### config.mk
export PLATFORM = sky130hd
export DESIGN_NAME = led_serial_tx
export DESIGN_NICKNAME = d
export VERILOG_FILES = /design/src/rtl/led_serial_tx.sv
export SDC_FILE = /design/constraint.sdc
export NUM_CORES = 2
export LEC_CHECK = 0
export CAP_MARGIN = 20
export CORE_MARGIN = 3
export CORE_UTILIZATION = 40
export CTS_BUF_LIST = sky130_fd_sc_hd__clkbuf_8 sky130_fd_sc_hd__clkbuf_16
export DETAILED_ROUTE_END_ITERATION = 12
export PLACE_DENSITY = 0.59
export SYNTH_ARGS = -nofsm -noshare
export SYNTH_HDL_FRONTEND = slang
export SYNTH_SLANG_ARGS = --single-unit
### constraint.sdc
create_clock -name clk -period 6.02 [get_ports clk]
set_clock_uncertainty 0.2 [all_clocks]
set_input_delay 1.204 -clock clk [delete_from_list [all_inputs] [get_ports clk]]
set_output_delay 1.204 -clock clk [all_outputs]
set_load 0.02 [all_outputs]
### src/rtl/led_serial_tx.sv
// Serial LED strip transmitter: double-buffered pixel store feeding a start frame,
// one 32-bit word per LED (brightness + BGR), and an end frame of one bits.
module led_serial_tx #(
    parameter int LEDS     = 50,
    parameter int DIV      = 2,
    parameter int END_BITS = (8 * ((LEDS + 15) / 16) > 32) ? 8 * ((LEDS + 15) / 16) : 32
) (
    input  logic                         clk,
    input  logic                         rst,
    input  logic                         start,
    output logic                         done,
    input  logic [4:0]                   global_bright,
    input  logic                         wr_en,
    // One spare code point so out-of-range addresses are representable and can be rejected
    input  logic [$clog2(LEDS+1)-1:0]    wr_addr,
    input  logic [23:0]                  wr_data,
    output logic                         dOut,
    output logic                         clkOut
);

    localparam int AW = $clog2(LEDS + 1);
    localparam int LW = (LEDS > 1) ? $clog2(LEDS) : 1;
    localparam int BW = $clog2((END_BITS > 32) ? END_BITS : 32);
    localparam int PW = $clog2(2 * DIV);

    typedef enum logic [1:0] {
        IDLE,
        SOF,
        PIXEL,
        EOF
    } state_t;

    state_t         state, state_nxt;
    logic [23:0]    shadow [LEDS];
    logic [23:0]    active [LEDS];
    logic [4:0]     bright;
    logic [PW-1:0]  ph;
    logic [BW-1:0]  bitcnt;
    logic [LW-1:0]  led;
    logic [31:0]    word;
    logic           launch, bit_end, word_end, eof_end, last_led;

    function automatic logic [31:0] pix_word(input logic [4:0] b, input logic [23:0] p);
        return {3'b111, b, p[7:0], p[15:8], p[23:16]};
    endfunction

    assign launch   = (state == IDLE) && start;
    assign bit_end  = (ph == PW'(2 * DIV - 1));
    assign word_end = bit_end && (bitcnt == BW'(31));
    assign eof_end  = bit_end && (bitcnt == BW'(END_BITS - 1));
    assign last_led = (led == LW'(LEDS - 1));

    always_ff @(posedge clk or negedge rst) begin
        if (!rst) state <= IDLE;
        else      state <= state_nxt;
    end

    always_comb begin
        state_nxt = state;
        done      = 1'b0;
        dOut      = 1'b0;
        clkOut    = 1'b0;
        case (state)
            IDLE: begin
                done = 1'b1;
                if (start) state_nxt = SOF;
            end
            SOF: begin
                clkOut = (ph >= PW'(DIV));
                if (word_end) state_nxt = PIXEL;
            end
            PIXEL: begin
                clkOut = (ph >= PW'(DIV));
                dOut   = word[31];
                if (word_end && last_led) state_nxt = EOF;
            end
            EOF: begin
                clkOut = (ph >= PW'(DIV));
                dOut   = 1'b1;
                if (eof_end) state_nxt = IDLE;
            end
            default: state_nxt = IDLE;
        endcase
    end

    // Host side: accepted in every state, so a launch-cycle write only reaches the next frame
    always_ff @(posedge clk or negedge rst) begin
        if (!rst) begin
            for (int i = 0; i < LEDS; i++) shadow[i] <= '0;
        end else if (wr_en && (wr_addr < AW'(LEDS))) begin
            shadow[wr_addr[LW-1:0]] <= wr_data;
        end
    end

    always_ff @(posedge clk or negedge rst) begin
        if (!rst) begin
            for (int i = 0; i < LEDS; i++) active[i] <= '0;
            bright <= '0;
            ph     <= '0;
            bitcnt <= '0;
            led    <= '0;
            word   <= '0;
        end else if (launch) begin
            active <= shadow;
            bright <= global_bright;
            ph     <= '0;
            bitcnt <= '0;
            led    <= '0;
        end else if (state != IDLE) begin
            ph <= bit_end ? '0 : ph + PW'(1);
            if (bit_end) begin
                bitcnt <= bitcnt + BW'(1);
                word   <= word << 1;
                case (state)
                    SOF: if (word_end) begin
                        bitcnt <= '0;
                        led    <= '0;
                        word   <= pix_word(bright, active[0]);
                    end
                    PIXEL: if (word_end) begin
                        bitcnt <= '0;
                        if (!last_led) begin
                            led  <= led + LW'(1);
                            word <= pix_word(bright, active[led + LW'(1)]);
                        end
                    end
                    EOF: if (eof_end) bitcnt <= '0;
                    default: ;
                endcase
            end
        end
    end

endmodule

==> out/summary.txt <==
status: complete, no violations
first-pass iteration count of the detailed router: 7
initial core utilization: 40.2%
Setup Buffers After CTS: 0
largest net degree at the start of global routing: 173
top cell type's share of synthesized area: 59.9%
Pwr Total: 36,200 uW
FILL cells: 22,100
Yosys top cell by area: dfrtp_1
Top Ports: 42
Die Wd: 512 um
crit share post-route: 74.8%
hold_ws: 0.192 ns
static leakage: 0.0564 uW
WL/cell: 25.8 um
syn avg cell area: 16.0 sq um
Vias/cell: 5.53
layout cells sized above 1: 52.3%
Initial DRC Count: 3,632
initial antenna violation count: 21
critical path startpoint category: flip-flop
Place WS: 1.05 ns
worst hold-check path type: in2async
Max IR drop VDD: 0.290 mV
RePlAce Congestion: 0.826
PnR worst setup slack: 1.52 ns
die area: 0.262 sq mm
port buffer count: 41
drt total wl: 257 mm
Final min period: 4.50 ns
critical path arrival: 5.02 ns
setup TNS: 0 ns
Post-DP HPWL: 149 mm
via count: 55,100
Crit Path Category: reg2reg
async set-reset flop share out of synthesis: 100%
Final setup violation count: 0
worst slew pin tran: 1.17 ns
first-pass GRT wire length: 391 mm
crit end category: flip-flop
synth top area cells: dfrtp_1, mux2_2, mux4_2
Post-synth EDFFs: 0
Power Dens Cells: 312 mW/mm^2
Most used DFF post-synth: dfrtp_1
RSZ-0062 raised after global routing: no
antenna-violating nets left: 0
Yosys reg bits: 2,452
max-cap violation count: 0
core area: 0.254 sq mm
# H-tree levels: 5
Ys Warns: 0
r2r setup slk: 1.52 ns
Synth Cell Area: 0.102 sq mm
DR DRC count: 0
row count: 185
register area share after synthesis: 59.9%
Peak Freq: 222 MHz
Hold Buf Count CTS: 0
post-CTS resize count: 0
final net count: 6,455
GR Util All Layers: 19.6%
Max Slew Vio Count: 0
clock root cell: clkbuf_16
relative slew slack: 22.0%
Final Hold Vio Count: 0
required time worst endpoint: 6.54 ns
Post-Syn Nets: 6,433
die height: 512 um
worst skew pair latency: 0.94 ns
Num CTS Buffers: 285
area grow syn2layout: 13.3%
number of global-route vias before repair: 59,000
maximum clock path buffer count: 4
post-synthesis cell count: 6,383
CP max FO: 30
Clock Sinks: 2,452
CTS clock-pin slew for the worst setup and hold paths: 0.06 ns
CTS tree: done
Synth cell types: 63
total gr overflow: 0
[area by class of cell]
type | count | area [sq um] | share of cell area (%)
diodes | 6 | 15.0 | 0.0129
well taps | 3366 | 4210 | 3.63
inverters | 9 | 33.8 | 0.0291
clock inverters | 131 | 1060 | 0.914
multi-input cells | 3424 | 39000 | 33.6
flip-flops and latches | 2452 | 61400 | 52.9
repair buffers | 233 | 2320 | 2.00
clock buffers | 348 | 8040 | 6.93
[worst max-delay path: stages, from the launching register on]
cell,delay (ns)
dfrtp_4,0.75
ha_4,0.96
buf_4,0.39
mux4_2,0.37
mux4_2,0.59
nor2b_1,0.18
a31oi_1,0.64
a31oi_1,0.20
[cells by family after synthesis]
| logic type | synth area share, % |
|---|---|
| muxes | 34.3 |
| and+or+nand+nor | 1.74 |
| adders and majority gates | 0.134 |
| AOI/OAI and AO/OA | 1.60 |
| DFF | 59.9 |
| buffers and inverters | 2.25 |
| xor gates and xnor gates | 0.0758 |
[synthesized netlist by cell type, types with 3 or more instances]
| library cell | n |
|---|---|
| dfrtp_1 | 2452 |
| mux2_2 | 2426 |
| mux4_2 | 329 |
| clkbuf_1 | 323 |
| nand2_1 | 187 |
| buf_2 | 75 |
| a31oi_1 | 60 |
| o21ai_0 | 57 |
| buf_4 | 47 |
| nor2_1 | 39 |
| buf_1 | 36 |
| mux2i_1 | 34 |
| nand3_1 | 33 |
| a22o_1 | 26 |
| a211oi_1 | 25 |
| nor2b_1 | 25 |
| a221oi_1 | 21 |
| a21oi_1 | 20 |
| nand2b_1 | 19 |
| nor2_2 | 17 |
| buf_6 | 14 |
| nor3_1 | 12 |
| and2_1 | 11 |
| ha_1 | 11 |
| inv_1 | 9 |
| nand3b_1 | 6 |
| o211ai_1 | 6 |
| a2111oi_0 | 5 |
| xnor2_1 | 5 |
| and3_1 | 4 |
| o2111ai_1 | 4 |
| or3_1 | 4 |
| nand4_1 | 3 |
[placed cells by master, fill, tap and decap left out, types with 6 or more instances in the layout]
cell,instances
and2_1,10
mux4_2,329
buf_12,45
inv_1,77
mux2i_1,34
o21ai_0,57
mux2_2,2426
a221oi_1,21
clkdlybuf4s50_1,16
buf_2,19
nand3_1,33
clkinv_2,28
clkbuf_16,289
nand3b_1,6
nor3_1,12
a31oi_1,59
clkbuf_8,59
clkinvlp_4,7
a21oi_1,19
nor2_4,21
a22o_1,26
a211oi_1,25
bufinv_16,16
nor2b_1,24
ha_1,10
dfrtp_1,2451
nor2_1,32
nand2b_1,19
o211ai_1,6
diode_2,6
inv_6,9
nand2_1,167
nand2_2,21
buf_4,150
[metrics by stage]
| step | utilization (%) | std cells | area, sq um |
|---|---|---|---|
| after floorplan | - | 6383 | 102000 |
| final | 45.6 | 9969 | 116000 |
| after global placement | 42.0 | 9479 | 107000 |
| after global routing | 45.6 | 9965 | 116000 |
| after detailed placement | 42.0 | 9483 | 107000 |
| after CTS | 45.6 | 9962 | 116000 |
[registers in the layout, indices dropped and copies added (netlist names)]
signal and count:
active 1200, led 6, word 32, bitcnt 5
shadow 1200, state 2, bright 5, ph 2
[power by group]
group	total (uW)	internal, uW	switching [uW]
sequential	17900	17400	430
combinational	1550	755	795
clock	16800	10100	6700
[path summary, 6_finish.rpt]
check | from | to | cells past startpoint
setup / recovery | led[0] | word[21] | 7
hold / removal | rst | active[1053] | 1
setup reg to reg | led[0] | word[21] | 7
hold reg to reg | shadow[662] | active[662] | 1
max in group asynchronous | rst | shadow[92] | 2
min in group clk | shadow[662] | active[662] | 1
[per-layer routing]
| metal | part of all wire [%] | track usage [%] |
|---|---|---|
| met1 | 45 | 27.5 |
| met2 | 48 | 31.8 |
| met3 | 3.9 | 3.05 |
| met4 | 2.8 | 5.67 |
| met5 | 0.014 | 0 |
No activity file was read; power rests on OpenSTA's default activity.
